## src/rtl/riscv_pkg.sv

```systemverilog
`default_nettype none
// ============================================================================
// Module      : riscv_pkg
// Description : Shared encodings for the five-stage RISC-V pipeline.
// Revision    : 1.0
// ============================================================================
package riscv_pkg;

  typedef enum logic [2:0] {
    ALU_ADD = 3'b000,
    ALU_SUB = 3'b001,
    ALU_AND = 3'b010,
    ALU_OR  = 3'b011,
    ALU_XOR = 3'b100,
    ALU_SLT = 3'b101
  } alu_ctrl_e;

  typedef enum logic [1:0] {
    RES_ALU = 2'b00,
    RES_MEM = 2'b01,
    RES_PC4 = 2'b10
  } resultsrc_e;

  typedef enum logic [1:0] {
    FWD_RF  = 2'b00,
    FWD_WB  = 2'b01,
    FWD_MEM = 2'b10
  } fwd_sel_e;

endpackage
`default_nettype wire

```

## src/rtl/alu.sv

```systemverilog
`default_nettype none
// ============================================================================
// Module      : alu
// Description : Combinational ALU with zero flag for the execute stage.
// Revision    : 1.0
// ============================================================================
module alu
  import riscv_pkg::*;
#(
  parameter int DATA_WIDTH = 32
) (
  input  logic [DATA_WIDTH-1:0] i_a,
  input  logic [DATA_WIDTH-1:0] i_b,
  input  logic [2:0]            i_ctrl,
  output logic [DATA_WIDTH-1:0] o_result,
  output logic                  o_zero
);

  logic [DATA_WIDTH-1:0] w_sum;
  logic [DATA_WIDTH-1:0] w_diff;
  logic                  w_lt;

  assign w_sum  = i_a + i_b;
  assign w_diff = i_a - i_b;
  // Signed less-than from the true difference: differing signs decide directly.
  assign w_lt   = (i_a[DATA_WIDTH-1] ^ i_b[DATA_WIDTH-1]) ? i_a[DATA_WIDTH-1]
                                                          : w_diff[DATA_WIDTH-1];

  always_comb begin
    o_result = '0;
    case (i_ctrl)
      ALU_ADD: o_result = w_sum;
      ALU_SUB: o_result = w_diff;
      ALU_AND: o_result = i_a & i_b;
      ALU_OR:  o_result = i_a | i_b;
      ALU_XOR: o_result = i_a ^ i_b;
      ALU_SLT: o_result = {{(DATA_WIDTH-1){1'b0}}, w_lt};
      default: o_result = '0;
    endcase
  end

  assign o_zero = (o_result == '0);

endmodule
`default_nettype wire

```

## src/rtl/execute_stage.sv

```systemverilog
`default_nettype none
// ============================================================================
// Module      : execute_stage
// Description : RISC-V EX stage: forwarding, ALU, branch target, EX/MEM reg.
// Revision    : 1.0
// ============================================================================
module execute_stage
  import riscv_pkg::*;
#(
  parameter int DATA_WIDTH = 32,
  parameter int ADDR_WIDTH = 5
) (
  input  logic                  i_clk,
  input  logic                  i_rst_n,
  input  logic                  i_regwrite_e,
  input  logic [1:0]            i_resultsrc_e,
  input  logic                  i_memwrite_e,
  input  logic [2:0]            i_aluctrl_e,
  input  logic                  i_alusrc_e,
  input  logic [DATA_WIDTH-1:0] i_rs1_data_e,
  input  logic [DATA_WIDTH-1:0] i_rs2_data_e,
  input  logic [DATA_WIDTH-1:0] i_pc_e,
  input  logic [DATA_WIDTH-1:0] i_pc4_e,
  input  logic [DATA_WIDTH-1:0] i_immext_e,
  input  logic [ADDR_WIDTH-1:0] i_rd_addr_e,
  input  logic [1:0]            i_forward_a_e,
  input  logic [1:0]            i_forward_b_e,
  input  logic [DATA_WIDTH-1:0] i_result_w,
  output logic                  o_zero_e,
  output logic [DATA_WIDTH-1:0] o_pc_target_e,
  output logic                  o_regwrite_m,
  output logic                  o_memwrite_m,
  output logic [1:0]            o_resultsrc_m,
  output logic [DATA_WIDTH-1:0] o_alu_result_m,
  output logic [DATA_WIDTH-1:0] o_write_data_m,
  output logic [ADDR_WIDTH-1:0] o_rd_addr_m,
  output logic [DATA_WIDTH-1:0] o_pc4_m
);

  logic [DATA_WIDTH-1:0] w_src_a;
  logic [DATA_WIDTH-1:0] w_src_b;
  logic [DATA_WIDTH-1:0] w_write_data;
  logic [DATA_WIDTH-1:0] w_alu_result;

  logic                  r_regwrite_m;
  logic                  r_memwrite_m;
  logic [1:0]            r_resultsrc_m;
  logic [DATA_WIDTH-1:0] r_alu_result_m;
  logic [DATA_WIDTH-1:0] r_write_data_m;
  logic [ADDR_WIDTH-1:0] r_rd_addr_m;
  logic [DATA_WIDTH-1:0] r_pc4_m;

  // Select 11 is unused by the hazard unit and falls back to register data.
  always_comb begin
    w_src_a = i_rs1_data_e;
    case (i_forward_a_e)
      FWD_WB:  w_src_a = i_result_w;
      FWD_MEM: w_src_a = r_alu_result_m;
      default: w_src_a = i_rs1_data_e;
    endcase
  end

  always_comb begin
    w_write_data = i_rs2_data_e;
    case (i_forward_b_e)
      FWD_WB:  w_write_data = i_result_w;
      FWD_MEM: w_write_data = r_alu_result_m;
      default: w_write_data = i_rs2_data_e;
    endcase
  end

  assign w_src_b       = i_alusrc_e ? i_immext_e : w_write_data;
  assign o_pc_target_e = i_pc_e + i_immext_e;

  alu #(
    .DATA_WIDTH (DATA_WIDTH)
  ) u_alu (
    .i_a      (w_src_a),
    .i_b      (w_src_b),
    .i_ctrl   (i_aluctrl_e),
    .o_result (w_alu_result),
    .o_zero   (o_zero_e)
  );

  always_ff @(posedge i_clk or negedge i_rst_n) begin
    if (!i_rst_n) begin
      r_regwrite_m   <= 1'b0;
      r_memwrite_m   <= 1'b0;
      r_resultsrc_m  <= 2'b00;
      r_alu_result_m <= '0;
      r_write_data_m <= '0;
      r_rd_addr_m    <= '0;
      r_pc4_m        <= '0;
    end else begin
      r_regwrite_m   <= i_regwrite_e;
      r_memwrite_m   <= i_memwrite_e;
      r_resultsrc_m  <= i_resultsrc_e;
      r_alu_result_m <= w_alu_result;
      r_write_data_m <= w_write_data;
      r_rd_addr_m    <= i_rd_addr_e;
      r_pc4_m        <= i_pc4_e;
    end
  end

  assign o_regwrite_m   = r_regwrite_m;
  assign o_memwrite_m   = r_memwrite_m;
  assign o_resultsrc_m  = r_resultsrc_m;
  assign o_alu_result_m = r_alu_result_m;
  assign o_write_data_m = r_write_data_m;
  assign o_rd_addr_m    = r_rd_addr_m;
  assign o_pc4_m        = r_pc4_m;

endmodule
`default_nettype wire
```

## config.mk

```make
export PLATFORM = sky130hd
export DESIGN_NAME = execute_stage
export DESIGN_NICKNAME = d
export VERILOG_FILES = /design/src/rtl/riscv_pkg.sv /design/src/rtl/alu.sv /design/src/rtl/execute_stage.sv
export SDC_FILE = /design/constraint.sdc
export NUM_CORES = 1
export LEC_CHECK = 0
export CAP_MARGIN = 0
export CORE_ASPECT_RATIO = 0.75
export CORE_MARGIN = 4
export CORE_UTILIZATION = 50
export CTS_BUF_LIST = sky130_fd_sc_hd__clkbuf_8
export DETAILED_ROUTE_END_ITERATION = 6
export PLACE_DENSITY = 0.86
export REMOVE_ABC_BUFFERS = 1
export SYNTH_ARGS = -nofsm -noshare
export SYNTH_HDL_FRONTEND = slang
export SYNTH_HIERARCHICAL = 1
export SYNTH_SLANG_ARGS = --single-unit
```

## constraint.sdc

```tcl
create_clock -name i_clk -period 16.85 [get_ports i_clk]
set_input_delay 5.055 -clock i_clk [delete_from_list [all_inputs] [get_ports i_clk]]
set_output_delay 5.055 -clock i_clk [all_outputs]
set_load 0.05 [all_outputs]
```

==> results.json, run 1 <==
{
  "cp-end-kind": "primary output",
  "worstHoldPathType": "register to register",
  "clk_latency_ns": 0.40,
  "ys_ff_latch": 105,
  "ctsLongestPathBuffers": 2,
  "route.detailed.drc": 0,
  "synthTopCellsByCount": "nand2_1, ha_1, o21ai_0, a21oi_1, inv_1",
  "synthArstFlopShare": 1.00,
  "ant_nets": 0,
  "htree_levels": 3,
  "final_hold_viol_count": 0,
  "syn_area_um2": 11600,
  "synth-edff-count": 0,
  "tns_ns": 0,
  "drive_gt1_frac": 0.0791,
  "grt_usage": 0.394,
  "yosys_warnings": 6,
  "chipWidth_um": 184,
  "synth_area_leaders": "dfrtp_1, ha_1, o21ai_0, nand2_1, a21oi_1",
  "timing.final.crit_share": 0.982,
  "clock-sinks": 105,
  "place_congestion": 1.07,
  "hpwl_mm": 43.4,
  "drt-pass1-iter-count": 7,
  "synth.avg_cell_area_um2": 7.79,
  "grt_pass1_vias": 12700,
  "tightest_slew_ns": 0.906,
  "crit_path_start_kind": "primary input",
  "powerDensity_nw_per_um2": 90.7,
  "yosys.cell_types.count": 80,
  "num_vias": 13500,
  "path_clk_slew_ns": 0.11,
  "grt_pass1_wl_mm": 79.0,
  "crit_fanout": 64,
  "seq_area_um2": 2630,
  "multi_input_area_um2": 8190,
  "synth_top_area_frac": 0.227,
  "p_leak_nw": 6.68,
  "setup_viol": 0,
  "antenna_found_initial": 1,
  "ir_drop_uv": 46.4,
  "area_growth_syn_to_layout_pct": 35.5,
  "initial_core_util": 0.516,
  "dpl_cell_area_um2": 15400,
  "portBuffers": 348,
  "vias_per_cell": 6.44,
  "postRouteWirelength_mm": 53.6,
  "cts-root-buf": "clkbuf_8",
  "io_pins": 349,
  "fin_util": 0.700,
  "ys.flop_type": "dfrtp_1",
  "cts-buffers-inserted": 9,
  "slew_violations": 0,
  "grt_max_degree": 73,
  "drt-initial-drc-count": 1878,
  "die_h_um": 140,
  "cp.arrival_ns": 11.48,
  "period_minus_slack_ns": 16.54,
  "layout.nets": 2155,
  "rows": 47,
  "status": "finished clean",
  "skew_ns": 0.0124,
  "worst-endpoint-required_ns": 11.79,
  "die-area_um2": 25700,
  "synth.most_common_cell": "nand2_1",
  "design_area_um2": 15700,
  "grt-ovfl-total": 0,
  "path_class": "primary input to primary output",
  "rsz0062_at_grt": "no",
  "core_um2": 22400,
  "cts_tree": "done",
  "fmax_ghz": 0.0605,
  "maxCapViolCount": 0,
  "wl_per_cell_um": 25.5,
  "max_slew_margin": 0.394,
  "synth_top_area_cell": "dfrtp_1",
  "fill_cells": 1852,
  "syn-instance-count": 1486,
  "yosysSeqAreaShare": 0.227
}
[worst max-delay path, cell delays in order]
cell and delay [ns]:
clkdlybuf4s50_1 0.49, inv_1 0.05, ha_2 0.30, buf_12 0.19, o21ai_0 0.47, inv_1 0.12, ha_1 0.32, or2_1 0.30
or3_1 0.35, a211oi_2 0.32, o31ai_4 0.16, a21oi_4 0.16, a31oi_1 0.11, nor2_1 0.17, a21oi_1 0.08, nor2_1 0.09
nor2_1 0.07, fa_1 0.41, a31oi_1 0.17, o221ai_1 0.17, or4_1 0.43, nor4b_1 0.28, nand3b_1 0.15, nor4_1 0.29
nand4b_1 0.17, nor4_2 0.38, buf_12 0.19
[path summary, 6_finish.rpt]
kind	end	depth (start not counted)	startpoint	slack, ns
min in group asynchronous	o_pc4_m[27]$_DFF_PN0_	1	i_rst_n	4.61
max in group asynchronous	o_regwrite_m$_DFF_PN0_	2	i_rst_n	10.95
max	o_zero_e	27	i_forward_a_e[0]	0.31
min reg2reg	o_write_data_m[11]$_DFF_PN0_	2	o_alu_result_m[11]$_DFF_PN0_	0.71
max reg2reg	o_alu_result_m[31]$_DFF_PN0_	19	o_alu_result_m[4]$_DFF_PN0_	12.48
min	o_write_data_m[11]$_DFF_PN0_	2	o_alu_result_m[11]$_DFF_PN0_	0.71
[where the power goes]
part	leakage [nW]	internal, mW	switching (mW)
combinational	5.29	0.329	0.610
sequential	1.28	0.285	0.0280
clock	0.108	0.0625	0.108
[flip-flops by register name, summed over array words and instances (netlist names)]
| register | cells |
|---|---|
| o_memwrite_m | 1 |
| o_rd_addr_m | 5 |
| o_write_data_m | 32 |
| o_pc4_m | 32 |
| o_resultsrc_m | 2 |
| o_alu_result_m | 32 |
| o_regwrite_m | 1 |
[layer usage]
layer  up-vias  GRT usage  share of wire
li1       6023          -              -
met1      6460      0.566           0.41
met2       968      0.586           0.43
met3        90      0.122           0.14
met4         0     0.0811          0.020
met5         -          0              0
[cell families after synthesis]
logic type	Yosys count	synth area share
DFF	105	0.227
AOI/OAI and AO/OA	528	0.302
xor gates and xnor gates	45	0.0341
muxes	45	0.0427
adders and majority gates	141	0.155
and+or+nand+nor	420	0.171
buffers and inverters	202	0.0679
[metrics by stage]
stage | power, mW | cells | worst slack (ns) | hold slack [ns]
4_1_cts | 1.39 | 2101 | 0.217 | 0.703
2_1_floorplan | 0.870 | 1396 | 0.512 | 0.937
6_report | 1.42 | 2103 | 0.311 | 0.715
3_5_place_dp | 1.22 | 2085 | 0.229 | 0.680
3_3_place_gp | 1.21 | 2085 | 0.363 | 0.653
5_1_grt | 1.48 | 2103 | 0.0499 | 0.770
[cells in the final DEF (no fill, tap or decap), drive strengths merged, types with 11 or more instances in the layout]
cell type / count
clkdlybuf4s50: 345
nand2: 159
o21ai: 138
ha: 137
a21oi: 119
inv: 119
dfrtp: 105
nor2: 105
a22oi: 71
buf: 51
mux2: 35
xnor2: 33
o211ai: 32
nand3: 28
nor3: 24
a21o: 23
nand4: 19
a31oi: 19
a211oi: 19
nor4: 17
nor2b: 15
o31ai: 14
o21a: 13
nand2b: 13
xor2: 12
o21bai: 11
[cell type report]
| type | instances | share of cell area |
|---|---|---|
| multi-input cells | 1179 | 0.522 |
| clock buffers | 9 | 0.00790 |
| flip-flops and latches | 105 | 0.168 |
| repair buffers | 396 | 0.246 |
| well taps | 294 | 0.0235 |
| clock inverters | 7 | 0.00551 |
| diodes | 1 | 0.000160 |
| inverters | 112 | 0.0268 |
[what timing repair did]
item / 4_1_cts / 5_1_grt
resized for setup: 0 / 5
hold buffers: 0 / 0
setup buffers: 0 / 1
setup endpoints to repair: 0 / 1
No activity file was read; power rests on OpenSTA's default activity.
==> inputs of run 2 (changes only) <==
--- a/config.mk
+++ b/config.mk
@@ -6,10 +6,11 @@
 export NUM_CORES = 1
 export LEC_CHECK = 0
 export CAP_MARGIN = 0
-export CORE_ASPECT_RATIO = 0.75
+export CORE_ASPECT_RATIO = 0.9
 export CORE_MARGIN = 4
 export CORE_UTILIZATION = 50
 export CTS_BUF_LIST = sky130_fd_sc_hd__clkbuf_8
+export CTS_CLUSTER_SIZE = 12
 export DETAILED_ROUTE_END_ITERATION = 6
 export PLACE_DENSITY = 0.86
 export REMOVE_ABC_BUFFERS = 1
==> run 2 against run 1 <==
  * Wire length down 4.4%
  * Maximum frequency increased by 0.34%
  * Non-clock buffer count fell by 10
  * Register-to-register slack got worse by 0.28 ns
  * Critical path depth unchanged
  * Largest power group unchanged
  * Clock skew increased by 0.025 ns
  * Highest routed layer unchanged
  * Via count is 1.0% lower
  * Flip-flop and latch count unchanged
  * Power down 0.96%
  * Largest cell class unchanged
  * Critical endpoint unchanged
  * Worst hold slack gained 0.018 ns
  * Combinational power shrank 2.6%
==> results.json, run 2 (synthesized netlist as in run 1, its figures left out) <==
{
  "status": "finished clean",
  "rsz0062_at_grt": "no",
  "p_sw_uw": 739,
  "htree_levels": 3,
  "ant_nets": 0,
  "clock-sinks": 105,
  "powerDensity_nw_per_um2": 90.2,
  "drt-initial-drc-count": 1605,
  "postRouteWirelength_mm": 51.3,
  "final_hold_viol_count": 0,
  "period_minus_slack_ns": 16.48,
  "r2r.worst_path.cells": 19,
  "worstSetupStartpoint": "i_forward_a_e[1]",
  "p_clk_frac": 0.129,
  "cts-buffers-inserted": 9,
  "tns_ns": 0,
  "final_cell_mix": "clkdlybuf4s50_1, nand2_1, ha_1, o21ai_0, a21oi_1",
  "cp-end-kind": "primary output",
  "holdPathStages": 2,
  "antenna_found_initial": 0,
  "worstHoldPathType": "register to register",
  "grt_pass1_vias": 12600,
  "rows": 52,
  "internal-power_uw": 670,
  "die_h_um": 152,
  "grt_usage": 0.375,
  "dp_slack_ns": 0.0652,
  "skew_ns": 0.0377,
  "maxCapViolCount": 0,
  "final_common_cell": "clkdlybuf4s50_1",
  "slew_violations": 0,
  "drive_gt1_frac": 0.0745,
  "post-place-cells": 2078,
  "wl_per_cell_um": 24.5,
  "timing.final.crit_share": 0.978,
  "die-area_um2": 25600,
  "critPathMostFrequentCell": "nor2_1",
  "area_growth_syn_to_layout_pct": 35.1,
  "ir_drop_uv": 44.4,
  "io_pins": 349,
  "route.detailed.drc": 0,
  "path_clk_slew_ns": 0.11,
  "cp.arrival_ns": 11.43,
  "vias_per_cell": 6.40,
  "setup_viol": 0,
  "slowest_delay_ns": 0.50,
  "layout.nets": 2145,
  "grt-ovfl-total": 0,
  "timing.rr.start": "o_alu_result_m[6]$_DFF_PN0_",
  "hpwl_mm": 41.1,
  "drt-pass1-iter-count": 6,
  "cts_tree": "done",
  "grt_pass1_wl_mm": 76.0,
  "crit_path_start_kind": "primary input",
  "p_leak_nw": 6.63,
  "antenna_cells": 0,
  "num_vias": 13400,
  "slowest_stage": "ha_2",
  "core_um2": 22600,
  "crit_fanout": 20,
  "place_congestion": 1.03,
  "cts-root-buf": "clkbuf_8",
  "grt_max_degree": 68,
  "worst-endpoint-required_ns": 11.79,
  "tightest_slew_ns": 1.11,
  "ctsLongestPathBuffers": 2,
  "p_sw_frac": 0.525,
  "fmax_ghz": 0.0607,
  "chipWidth_um": 168,
  "seq_power_share": 0.221,
  "worstHoldStart": "o_alu_result_m[18]$_DFF_PN0_",
  "path_class": "primary input to primary output",
  "initial_core_util": 0.511,
  "p_comb_frac": 0.650,
  "portBuffers": 348,
  "cts_hold_buf": 0,
  "max_slew_margin": 0.258,
  "setup_ws_ns": 0.367,
  "final_cells": 2095,
  "clk_latency_ns": 0.42
}
-- run 2: cell types whose count changed in the layout (fill, tap and decap cells not counted), sizes merged --
cell / before / now
buf: 51 / 41
diode: 1 / 0
inv: 119 / 116
clkinv: 0 / 3
-- run 2: area by class of cell --
type / count / area [µm²]
timing repair buffer: 386 / 3770
multi-input combinational: 1179 / 8220
fill: 1907 / 7010
clock inverter: 7 / 93.8
tap: 297 / 372
inverter: 112 / 420
sequential: 105 / 2630
clock buffer: 9 / 124
-- run 2: path summary, 6_finish.rpt --
kind / slack, ns / end
hold / removal: 0.73 / o_write_data_m[18]$_DFF_PN0_
setup reg to reg: 12.20 / o_alu_result_m[31]$_DFF_PN0_
max in group asynchronous: 10.92 / o_alu_result_m[24]$_DFF_PN0_
hold reg to reg: 0.73 / o_write_data_m[18]$_DFF_PN0_
min in group asynchronous: 4.59 / o_pc4_m[16]$_DFF_PN0_
setup / recovery: 0.37 / o_zero_e
-- run 2: what timing repair did --
action | CTS | global route
setup endpoints to repair | 0 | 1
gates resized for setup | 0 | 8
setup buffers | 0 | 1
-- run 2: stage by stage --
stage	instance area [µm²]	hold WS [ns]	utilization	power [mW]
after floorplan	11200	0.937	-	0.870
after detailed placement	15300	0.690	0.678	1.20
after CTS	15600	0.716	0.687	1.38
final	15600	0.733	0.690	1.41
after global routing	15600	0.748	0.690	1.47
after global placement	15300	0.662	0.678	1.19
-- run 2: power by group through the flow --
stage	Clock [mW]	Sequential [mW]	Combinational [mW]
finish	0.181	0.312	0.916
global route	0.192	0.315	0.961
CTS	0.182	0.310	0.889
detailed placement	0	0.315	0.885
global placement	0	0.315	0.876
floorplan	0	0.426	0.445
-- run 2: metal layers --
layer | global-route usage | vias to the layer above | wire length, µm
met1 | 0.510 | 6312 | 20400
met5 | 0 | - | 0
met2 | 0.593 | 962 | 22900
met3 | 0.0949 | 152 | 6250
met4 | 0.108 | 0 | 1680
li1 | - | 5980 | -
-- run 2: critical path: cells and delay by family --
kind | cells | cell delay [ns]
adders and majority gates | 3 | 1.18
and+or+nand+nor | 11 | 2.67
buffers and inverters | 4 | 0.82
AOI/OAI and AO/OA | 9 | 1.70
==> inputs of run 3 (changes only) <==
--- a/config.mk
+++ b/config.mk
@@ -5,6 +5,7 @@
 export SDC_FILE = /design/constraint.sdc
 export NUM_CORES = 1
 export LEC_CHECK = 0
+export ABC_AREA = 1
 export CAP_MARGIN = 0
 export CORE_ASPECT_RATIO = 0.9
 export CORE_MARGIN = 4
@@ -12,7 +13,7 @@
 export CTS_BUF_LIST = sky130_fd_sc_hd__clkbuf_8
 export CTS_CLUSTER_SIZE = 12
 export DETAILED_ROUTE_END_ITERATION = 6
-export PLACE_DENSITY = 0.86
+export PLACE_DENSITY = 0.83
 export REMOVE_ABC_BUFFERS = 1
 export SYNTH_ARGS = -nofsm -noshare
 export SYNTH_HDL_FRONTEND = slang
==> run 3 against run 2 <==
  * Non-clock buffer count is 26 lower
  * Synthesized cell count is 59% higher
  * Die area is 17% higher
  * Combinational power is 11% higher
  * Worst setup slack better by 0.44 ns
  * Largest cell class unchanged
  * Power is 6.6% higher
  * Final cell count is 44% higher
  * Critical endpoint unchanged
  * Sequential share of layout area is 1.8 points lower
  * Register-to-register slack better by 0.76 ns
==> results.json, run 3 <==
{
  "status": "finished clean",
  "clk_latency_ns": 0.42,
  "rsz0062_at_grt": "no",
  "wl_per_cell_um": 20.3,
  "syn_area_um2": 13700,
  "rows": 57,
  "cts-root-buf": "clkbuf_8",
  "yosys.area_share.adder": 0.131,
  "synth.most_common_cell": "nand2_1",
  "drt-pass1-iter-count": 6,
  "htree_levels": 3,
  "worst-endpoint-required_ns": 11.79,
  "holdPathStages": 2,
  "top_usage_layer": "met2",
  "grt_use_met2": 0.686,
  "antenna_found_initial": 0,
  "synth-simple-area-share": 0.407,
  "syn-instance-count": 2368,
  "ys.flop_type": "dfrtp_1",
  "cts-buffers-inserted": 9,
  "yosys_warnings": 6,
  "antenna_cells": 0,
  "period_minus_slack_ns": 16.04,
  "area_growth_syn_to_layout_pct": 27.7,
  "use_met1": 0.486,
  "clock-sinks": 105,
  "cts_setup_buffers": 0,
  "ys_ff_latch": 105,
  "grt-ovfl-total": 0,
  "synthTopCellsByCount": "nand2_1, inv_1, nor2_1, a21oi_1, nand3_1",
  "final_common_cell": "nand2_1",
  "fmax_ghz": 0.0623,
  "final_cell_mix": "nand2_1, inv_1, clkdlybuf4s50_1, nor2_1, a21oi_1",
  "hpwl_mm": 51.5,
  "ctsLongestPathBuffers": 2,
  "ant_nets": 0,
  "design_area_um2": 17500,
  "synth.avg_cell_area_um2": 5.79,
  "slowest_delay_ns": 0.97,
  "synthArstFlopShare": 1.00,
  "slowest_stage": "ha_1",
  "layout.nets": 3018,
  "synth_top_area_frac": 0.229,
  "die-area_um2": 30100,
  "die_h_um": 165,
  "io_pins": 349,
  "yosys.cell_types.count": 44,
  "cp.arrival_ns": 10.98,
  "worstHoldPathType": "register to register",
  "r2r.worst_path.cells": 20,
  "grt_usage": 0.395,
  "grt_pass1_wl_mm": 91.5,
  "num_vias": 16600,
  "grt_max_degree": 69,
  "synthXorXnorAreaFrac": 0.0102,
  "postRouteWirelength_mm": 61.4,
  "fill_cells": 2480,
  "portBuffers": 348,
  "setup_viol": 0,
  "powerDensity_nw_per_um2": 85.9,
  "maxCapViolCount": 0,
  "vias_per_cell": 5.48,
  "ir_drop_uv": 60.4,
  "slew_violations": 0,
  "path_clk_slew_ns": 0.10,
  "synth_area_leaders": "nand2_1, dfrtp_1, ha_1, inv_1, a21oi_1",
  "synth_compound_gate_area_share": 0.106,
  "critPathMostFrequentCell": "nand2_1",
  "tns_ns": 0,
  "grt_use_met3": 0.0722,
  "dpl_cell_area_um2": 17300,
  "synth_top_family_by_area": "simple AND/OR/NAND/NOR gates",
  "cts_tree": "done",
  "initial_core_util": 0.507,
  "synth_mux_area_frac": 0,
  "chipWidth_um": 182,
  "crit_fanout": 26,
  "synth-edff-count": 0,
  "core_um2": 27000,
  "place_congestion": 1.15,
  "drt-initial-drc-count": 1735,
  "route.detailed.drc": 0,
  "post_cts_resized": 0,
  "cp-end-kind": "primary output",
  "timing.final.crit_share": 0.952,
  "path_class": "primary input to primary output",
  "drive_gt1_frac": 0.0573,
  "tightest_slew_ns": 1.23,
  "skew_ns": 0.0190,
  "p_leak_nw": 9.63,
  "max_slew_margin": 0.177,
  "synth_top_area_cell": "nand2_1",
  "final_hold_viol_count": 0,
  "grt_pass1_vias": 15700,
  "cts_hold_buf": 0,
  "crit_path_start_kind": "primary input",
  "yosysSeqAreaShare": 0.192
}
==> run 3: changes by cell type after synthesis, sizes merged, moves of 93 or more <==
| cell | previous run | this run |
|---|---|---|
| a21oi | 119 | 212 |
| o21ai | 138 | 15 |
| nand3 | 28 | 161 |
| nor2 | 105 | 256 |
| nand2 | 159 | 866 |
| inv | 112 | 439 |
==> run 3: worst paths after layout <==
kind,start,end,slack (ns)
min in group asynchronous,i_rst_n,o_write_data_m[28]$_DFF_PN0_,4.58
min reg2reg,o_alu_result_m[15]$_DFF_PN0_,o_write_data_m[15]$_DFF_PN0_,0.67
max in group asynchronous,i_rst_n,o_write_data_m[12]$_DFF_PN0_,10.91
min,o_alu_result_m[15]$_DFF_PN0_,o_write_data_m[15]$_DFF_PN0_,0.67
max,i_forward_b_e[0],o_zero_e,0.81
max reg2reg,o_alu_result_m[22]$_DFF_PN0_,o_alu_result_m[31]$_DFF_PN0_,12.96
==> run 3: stage by stage <==
stage	utilization	instances	power, mW	worst slack, ns	hold slack (ns)
2_1_floorplan	-	2295	0.954	2.01	0.885
3_3_place_gp	0.639	3009	1.30	1.15	0.616
3_5_place_dp	0.639	3009	1.31	1.03	0.635
4_1_cts	0.647	3025	1.48	1.03	0.659
5_1_grt	0.647	3025	1.59	0.454	0.685
6_report	0.647	3025	1.50	0.811	0.672
==> run 3: cell families after synthesis <==
| kind of cell | Yosys count |
|---|---|
| adder cells (fa/ha/maj) | 141 |
| XOR/XNOR | 16 |
| AO/OA/AOI/OAI | 266 |
| buffers and inverters | 514 |
| AND/OR/NAND/NOR | 1326 |
| flip-flops | 105 |
==> run 3: layer usage <==
metal | vias to the layer above | wire (µm) | part of all wire
li1 | 7846 | - | -
met1 | 7558 | 24300 | 0.40
met2 | 1004 | 28400 | 0.46
met3 | 177 | 5670 | 0.092
met4 | 0 | 3060 | 0.050
met5 | - | 0 | 0
==> run 3: area by class of cell <==
cell class	instances	area, µm²	share of cell area
Sequential cell	105	2630	0.150
Inverter	441	1660	0.0948
Clock inverter	7	88.8	0.00508
Tap cell	354	443	0.0253
Timing Repair Buffer	360	3580	0.205
Clock buffer	9	124	0.00708
Multi-Input combinational cell	1749	8970	0.513
==> run 3: where the power goes <==
group	switching, mW	total [mW]	internal, mW
Combinational	0.702	1.02	0.319
Sequential	0.0264	0.309	0.283
Clock	0.111	0.172	0.0611
==> run 3: worst max-delay path, delay by kind of cell <==
kind,cells,cell delay (ns)
adders and majority gates,3,1.88
buffers and inverters,5,1.06
AOI/OAI and AO/OA,3,0.35
and+or+nand+nor,24,2.60
